==> config.mk <==
export PLATFORM = sky130hd
export DESIGN_NAME = vga_sync_gen
export DESIGN_NICKNAME = d
export VERILOG_FILES = /design/src/rtl/vga_sync_gen.sv
export SDC_FILE = /design/constraint.sdc
export NUM_CORES = 1
export LEC_CHECK = 0
export CAP_MARGIN = 20
export CORE_MARGIN = 2
export CORE_UTILIZATION = 50
export CTS_BUF_LIST = sky130_fd_sc_hd__clkbuf_4 sky130_fd_sc_hd__clkbuf_8 sky130_fd_sc_hd__clkbuf_16
export DETAILED_ROUTE_END_ITERATION = 10
export PLACE_DENSITY = 0.86
export SLEW_MARGIN = 20
export SYNTH_ARGS = -nofsm -noshare
export SYNTH_HDL_FRONTEND = slang
export SYNTH_SLANG_ARGS = --single-unit
==> constraint.sdc <==
create_clock -name clk -period 7.61 [get_ports clk]
set_input_delay 0.761 -clock clk [delete_from_list [all_inputs] [get_ports clk]]
set_output_delay 0.761 -clock clk [all_outputs]
set_load 0.005 [all_outputs]
==> src/rtl/vga_sync_gen.sv <==
// 640x480@60 VGA timing: pixel-rate enable from a clock divider, h/v counters, registered sync/bright/frame_tick.
// Sync, bright and frame_tick are loaded from next-state counters, so they never lag hCount/vCount; no backpressure.
module vga_sync_gen #(
  parameter int CLK_DIV = 4,
  parameter int H_SYNC  = 96,
  parameter int H_BP    = 48,
  parameter int H_ACT   = 640,
  parameter int H_FP    = 16,
  parameter int V_SYNC  = 2,
  parameter int V_BP    = 33,
  parameter int V_ACT   = 480,
  parameter int V_FP    = 10
) (
  input  logic       clk,
  input  logic       rst,
  output logic       pixel_en,
  output logic       hSync,
  output logic       vSync,
  output logic       bright,
  output logic [9:0] hCount,
  output logic [9:0] vCount,
  output logic       frame_tick
);

  localparam int H_TOTAL = H_SYNC + H_BP + H_ACT + H_FP;
  localparam int V_TOTAL = V_SYNC + V_BP + V_ACT + V_FP;
  localparam int DW      = (CLK_DIV > 1) ? $clog2(CLK_DIV) : 1;

  localparam logic [DW-1:0] DIV_LAST = DW'(CLK_DIV - 1);
  localparam logic [9:0]    H_LAST   = 10'(H_TOTAL - 1);
  localparam logic [9:0]    V_LAST   = 10'(V_TOTAL - 1);
  localparam logic [9:0]    V_TICK   = 10'(V_SYNC + V_BP + V_ACT - 1);
  // 11-bit decode bounds so an end-of-active value of 1024 still compares correctly
  localparam logic [10:0]   H_SYNC_END = 11'(H_SYNC);
  localparam logic [10:0]   H_ACT_BEG  = 11'(H_SYNC + H_BP);
  localparam logic [10:0]   H_ACT_END  = 11'(H_SYNC + H_BP + H_ACT);
  localparam logic [10:0]   V_SYNC_END = 11'(V_SYNC);
  localparam logic [10:0]   V_ACT_BEG  = 11'(V_SYNC + V_BP);
  localparam logic [10:0]   V_ACT_END  = 11'(V_SYNC + V_BP + V_ACT);

  generate
    if (H_TOTAL > 1024 || V_TOTAL > 1024) begin : g_bad_total
      $error("vga_sync_gen: H_TOTAL and V_TOTAL must not exceed 1024");
    end
    if (CLK_DIV < 1 || CLK_DIV > 16) begin : g_bad_div
      $error("vga_sync_gen: CLK_DIV must be within 1..16");
    end
  endgenerate

  logic [DW-1:0] div;
  logic          h_last;
  logic          v_last;
  logic [9:0]    h_nxt;
  logic [9:0]    v_nxt;
  logic [10:0]   h_ext;
  logic [10:0]   v_ext;

  assign pixel_en = ~rst && (div == DIV_LAST);
  assign h_last   = (hCount == H_LAST);
  assign v_last   = (vCount == V_LAST);

  always_comb begin
    h_nxt = hCount;
    v_nxt = vCount;
    if (pixel_en) begin
      h_nxt = h_last ? 10'd0 : hCount + 10'd1;
      if (h_last) begin
        v_nxt = v_last ? 10'd0 : vCount + 10'd1;
      end
    end
  end

  assign h_ext = {1'b0, h_nxt};
  assign v_ext = {1'b0, v_nxt};

  always_ff @(posedge clk) begin
    if (rst) begin
      div        <= '0;
      hCount     <= '0;
      vCount     <= '0;
      hSync      <= 1'b0;
      vSync      <= 1'b0;
      bright     <= 1'b0;
      frame_tick <= 1'b0;
    end else begin
      div        <= (div == DIV_LAST) ? '0 : div + DW'(1);
      hCount     <= h_nxt;
      vCount     <= v_nxt;
      hSync      <= ~(h_ext < H_SYNC_END);
      vSync      <= ~(v_ext < V_SYNC_END);
      bright     <= (h_ext >= H_ACT_BEG) && (h_ext < H_ACT_END) &&
                    (v_ext >= V_ACT_BEG) && (v_ext < V_ACT_END);
      // Entry into the vertical front porch: last pixel of the last active line
      frame_tick <= pixel_en && h_last && (vCount == V_TICK);
    end
  end

endmodule

==> results.json, run 1 <==
{
  "fmax_mhz": 277,
  "outcome": "complete, but fails checks",
  "top_usage_layer": "met2",
  "hp-class": "flop to flop",
  "clockRootBuffer": "clkbuf_4",
  "path_max_fanout": 27,
  "grt_max_degree": 28,
  "path_delay_family": "simple AND/OR/NAND/NOR gates",
  "dieArea_um2": 3470,
  "fillers": 240,
  "syn-num-nets": 179,
  "area_delta_synth_final_pct": 16.6,
  "power_leakage_nw": 0.605,
  "cts.sinks": 26,
  "clk_path_buf_depth": 2,
  "grt_pass1_wl_um": 5620,
  "tns_ns": 0,
  "grtUsageMet3": 0.0440,
  "r2r_start": "div[0]",
  "critPathBufInv": 2,
  "grt_setup_unrepaired": "no",
  "cts_hold_buf": 0,
  "boundaryPins": 27,
  "ys_seq_area_frac": 0.345,
  "ys.warnings.count": 0,
  "design.core.area_um2": 2810,
  "cpMaxStageDelayCell": "clkdlybuf4s50_1",
  "grt_pass1_vias": 1279,
  "wl_um": 3290,
  "min_from": "div[0]",
  "drive_gt1_frac": 0.0847,
  "relSlewSlack": 0.364,
  "power.total_mw": 0.253,
  "setup_viol": 0,
  "ys_types": 48,
  "layout_common_cells": "dfxtp_1, clkdlybuf4s50_1, nor2_1",
  "power_density_nw_per_um2": 144,
  "finalNetCount": 197,
  "timing.final.hold_violations": 0,
  "die_h_um": 58.9,
  "tightest_slew_ns": 0.951,
  "track_usage": 0.207,
  "worstSetupPathType": "primary input to flop",
  "num_vias": 1372,
  "ff2ff_setup_slack_ns": 4.78,
  "fin_crit_sh": 0.475,
  "cts_setup_buffers": 0,
  "die_x_um": 58.9,
  "clk_latency_ns": 0.33,
  "slew_viol_final": 0,
  "overflow": 0,
  "start_kind": "primary input",
  "core.rowCount": 19,
  "drc": 3,
  "min_to": "div[0]",
  "hold_depth": 1,
  "critical-path-max-stage-delay_ns": 0.90,
  "cts.repair.resized": 0,
  "worstRegToRegCells": 9,
  "antenna_found_initial": 0,
  "cts_max_level": 1,
  "dp.cells": 216,
  "avgViaCountPerCell": 6.24,
  "drt-pass1-iter-count": 7,
  "worstSetupEndpointType": "flop",
  "fin_cells": 220,
  "required_ns": 7.83,
  "synth_edf_count": 0,
  "place.gp.congestion": 0.853,
  "cts_made_buffers": 3,
  "synth-seq-cells": 26,
  "first_iter_violations": 86,
  "netlist_instances": 172,
  "clkTransAtPathRegs_ns": 0.15,
  "ant_nets": 0,
  "hpwl_um": 2400,
  "async_flop_share": 0,
  "violations": "DRC",
  "worstPathCellList": "clkdlybuf4s50_1 > nand2b_1 > inv_1 > nand4_1 > nor3_1 > xor2_1 > nor3_1 > or3b_1 > a2111oi_2",
  "arrival_ns": 3.83,
  "min_period_ns": 3.61,
  "syn_area_per_cell_um2": 8.77,
  "post_drt_wl_per_cell_um": 14.9,
  "antenna_cells": 0,
  "worstReg2RegEnd": "bright",
  "cts_tree": "yes",
  "grt_util_met2": 0.352,
  "grt_util_met1": 0.263,
  "initial_core_util": 0.537,
  "drv_cap": 0,
  "io_buffer_count": 26,
  "ir_drop_uv": 148,
  "cpMostUsedCell": "nor3_1",
  "critPathLaunch": "rst",
  "syn_area_um2": 1510,
  "synthFlopType": "dfxtp_1",
  "clock_skew_ns": 0.0133
}
## state kept, by name, summed over array words and instances (netlist names)
signal,count
vCount,10
hCount,10
vSync,1
div,2
hSync,1
bright,1
frame_tick,1
## synthesized netlist by cell type, types with 5 or more instances
cell      instances  area share
a211oi_1          5       0.025
a21oi_1           6       0.020
clkbuf_1          5       0.012
dfxtp_1          26        0.35
ha_1              5       0.041
nand2_1           9       0.022
nand3_1          11       0.037
nor2_1           19       0.047
nor3_1            9       0.030
xnor2_1           7       0.041
xor2_1            7       0.041
## kinds of logic (layout without fill, tap and decap cells)
kind of cell	after synthesis	after routing	synth area share
adders and majority gates	5	5	0.0415
and+or+nand+nor	77	77	0.283
buffers and inverters	17	34	0.0772
xor gates and xnor gates	14	14	0.0813
DFF	26	26	0.345
AOI/OAI and AO/OA	31	31	0.159
muxes	2	2	0.0133
## report_power, final
part	switching (mW)	total [mW]	internal [mW]
sequential	0.00267	0.142	0.139
combinational	0.00793	0.0163	0.00837
clock	0.0417	0.0950	0.0533
## metrics by stage
stage	area [um^2]	utilization	worst slack, ns	hold WS (ns)
floorplan	1510	-	4.92	0.404
global placement	1710	0.608	3.83	0.414
global route	1760	0.627	3.78	0.501
detailed placement	1710	0.608	3.70	0.447
CTS	1760	0.627	4.03	0.471
finish	1760	0.627	4.00	0.465
## layer usage
metal / share of wire / up-vias / wire, um
met5: 0 / - / 0
met2: 0.50 / 65 / 1650
met3: 0.065 / 8 / 215
met4: 0.014 / 0 / 47
met1: 0.42 / 645 / 1380
li1: - / 654 / -
## worst max path at each step
stage | endpoint | slack (ns) | cells after the start
3_3_place_gp | bright | 3.83 | 9
3_5_place_dp | bright | 3.70 | 9
5_1_grt | bright | 3.78 | 9
6_report | bright | 4.00 | 9
2_1_floorplan | bright | 4.92 | 9
4_1_cts | bright | 4.03 | 9
## area by class of cell
cell class	count	area, um^2	area share
multi-input cells	129	871	0.495
well taps	31	38.8	0.0221
repair buffers	26	260	0.148
inverters	4	15.0	0.00854
clock inverters	1	30.0	0.0171
clock buffers	3	22.5	0.0128
flip-flops and latches	26	520	0.296
Power figures use the tool's default switching activity.
==> run 2, diff against run 1 <==
Settings changed: CORE_UTILIZATION 50 to 47, PLACE_DENSITY 0.86 to 0.85.
Clock period 7.61 ns to 3.1 ns, I/O delays scaled along.
==> run 2 against run 1 <==
The run now ends clean. Core utilization shrank 4.3 points. Non-clock buffer count up 3. Wire length is 5.2% lower. Design area rose by 1.3%. Clock power grew 86%. Global-route usage is 1.8 points lower. Critical path type is now flop to flop. Critical endpoint unchanged. Largest cell class unchanged. Largest power group unchanged. Highest routed layer unchanged.
==> results.json, run 2 (synthesized netlist as in run 1, its figures left out) <==
{
  "outcome": "complete, no violations",
  "clock_skew_ns": 0.00288,
  "drt-pass1-iter-count": 4,
  "critical-path-max-stage-delay_ns": 0.60,
  "io_buffer_count": 26,
  "boundaryPins": 27,
  "worstSetupEndpointType": "flop",
  "track_usage": 0.190,
  "fmax_mhz": 365,
  "worstReg2RegEnd": "bright",
  "worstPathCellList": "or4b_4 > nor3_4 > a31oi_1 > o22a_1 > nor3_1 > or3b_1 > a2111oi_2",
  "initial_core_util": 0.494,
  "antenna_cells": 0,
  "fin_crit_sh": 0.884,
  "power_density_nw_per_um2": 317,
  "ir_drop_uv": 212,
  "slew_viol_final": 0,
  "worstRegToRegCells": 7,
  "cts_max_level": 1,
  "avgViaCountPerCell": 5.65,
  "ff2ff_setup_slack_ns": 0.36,
  "path_delay_family": "simple AND/OR/NAND/NOR gates",
  "drive_gt1_frac": 0.0990,
  "cts_setup_buffers": 0,
  "cts_made_buffers": 3,
  "dieArea_um2": 3680,
  "cts_tree": "yes",
  "min_to": "div[0]",
  "post_drt_wl_per_cell_um": 13.2,
  "worstSetupPathType": "flop to flop",
  "cpMaxStageDelayCell": "or4b_4",
  "finalNetCount": 200,
  "reg_top3": "hCount: 10 flops, vCount: 10 flops, div: 2 flops",
  "drc": 0,
  "cts_hold_buf": 0,
  "clk_latency_ns": 0.33,
  "relSlewSlack": 0.708,
  "first_iter_violations": 75,
  "tns_ns": 0,
  "arrival_ns": 2.98,
  "hp-class": "flop to flop",
  "area_delta_synth_final_pct": 18.1,
  "die_h_um": 60.6,
  "drv_cap": 0,
  "tightest_slew_ns": 0.437,
  "r2r_start": "vCount[4]",
  "grt_setup_unrepaired": "no",
  "setup_viol": 0,
  "core.rowCount": 20,
  "min_period_ns": 2.74,
  "hold_depth": 1,
  "required_ns": 3.34,
  "layout_common_cells": "dfxtp_1, clkdlybuf4s50_1, nor2_1",
  "path_max_fanout": 11,
  "antenna_found_initial": 0,
  "clkTransAtPathRegs_ns": 0.14,
  "grt_max_degree": 26,
  "timing.final.hold_violations": 0,
  "design.core.area_um2": 3050,
  "min_from": "div[0]",
  "critPathBufInv": 0,
  "clockRootBuffer": "clkbuf_4",
  "overflow": 0,
  "hpwl_um": 2250,
  "whs_ns": 0.441,
  "clk_path_buf_depth": 2,
  "die_x_um": 60.6,
  "power_leakage_nw": 0.613,
  "start_kind": "flop",
  "place.gp.congestion": 0.946,
  "cts.repair.resized": 0,
  "grt_pass1_vias": 1211,
  "wl_um": 3110,
  "grt_pass1_wl_um": 5430,
  "ant_nets": 0,
  "cts.sinks": 26,
  "num_vias": 1334
}
[run 2: cell count changes in the layout (fill, tap and decap cells not counted), sizes merged]
cell,delta
buf,+3
bufinv,-1
clkbuf,+1
[run 2: how the worst max path moves through the flow]
stage | start | endpoint | depth (start not counted)
final | vCount[4] | bright | 7
after floorplan | vCount[4] | bright | 9
after global placement | rst | bright | 8
after CTS | vCount[4] | bright | 7
after global routing | vCount[4] | bright | 7
after detailed placement | rst | bright | 9
[run 2: area by class of cell]
class | instances | area, um^2
timing repair buffer | 29 | 283
fill | 292 | 1270
tap | 44 | 55.1
sequential | 26 | 520
multi-input combinational | 129 | 871
clock buffer | 4 | 36.3
inverter | 4 | 15.0
[run 2: worst register-to-register path: stages (launching register included)]
cell	delay [ns]
dfxtp_1	0.43
or4b_4	0.60
nor3_4	0.41
a31oi_1	0.09
o22a_1	0.21
nor3_1	0.22
or3b_1	0.40
a2111oi_2	0.29
[run 2: layer usage]
layer  wire length [um]  track usage
met5                  0            0
met4                 42       0.0497
met3                171       0.0469
met2               1530        0.318
met1               1360        0.244
[run 2: through the flow]
step | cells | instance area [um^2] | total power, mW | util | worst slack (ns)
3_5_place_dp | 232 | 1740 | 0.395 | 0.571 | 0.353
2_1_floorplan | 172 | 1510 | 0.384 | - | 0.639
5_1_grt | 236 | 1780 | 0.595 | 0.583 | 0.123
4_1_cts | 236 | 1780 | 0.572 | 0.583 | 0.383
6_report | 236 | 1780 | 0.565 | 0.583 | 0.360
3_3_place_gp | 232 | 1740 | 0.394 | 0.571 | 0.404
[run 2: where the power goes]
part	total, mW	switching (mW)	internal (mW)
sequential	0.347	0.00622	0.341
clock	0.177	0.105	0.0720
combinational	0.0402	0.0184	0.0218
==> run 3, diff against run 2 <==
Settings changed: CAP_MARGIN 20 to 10.
==> results of run 3 <==
The final DEF is identical to that of run 2; final timing and power are the same.
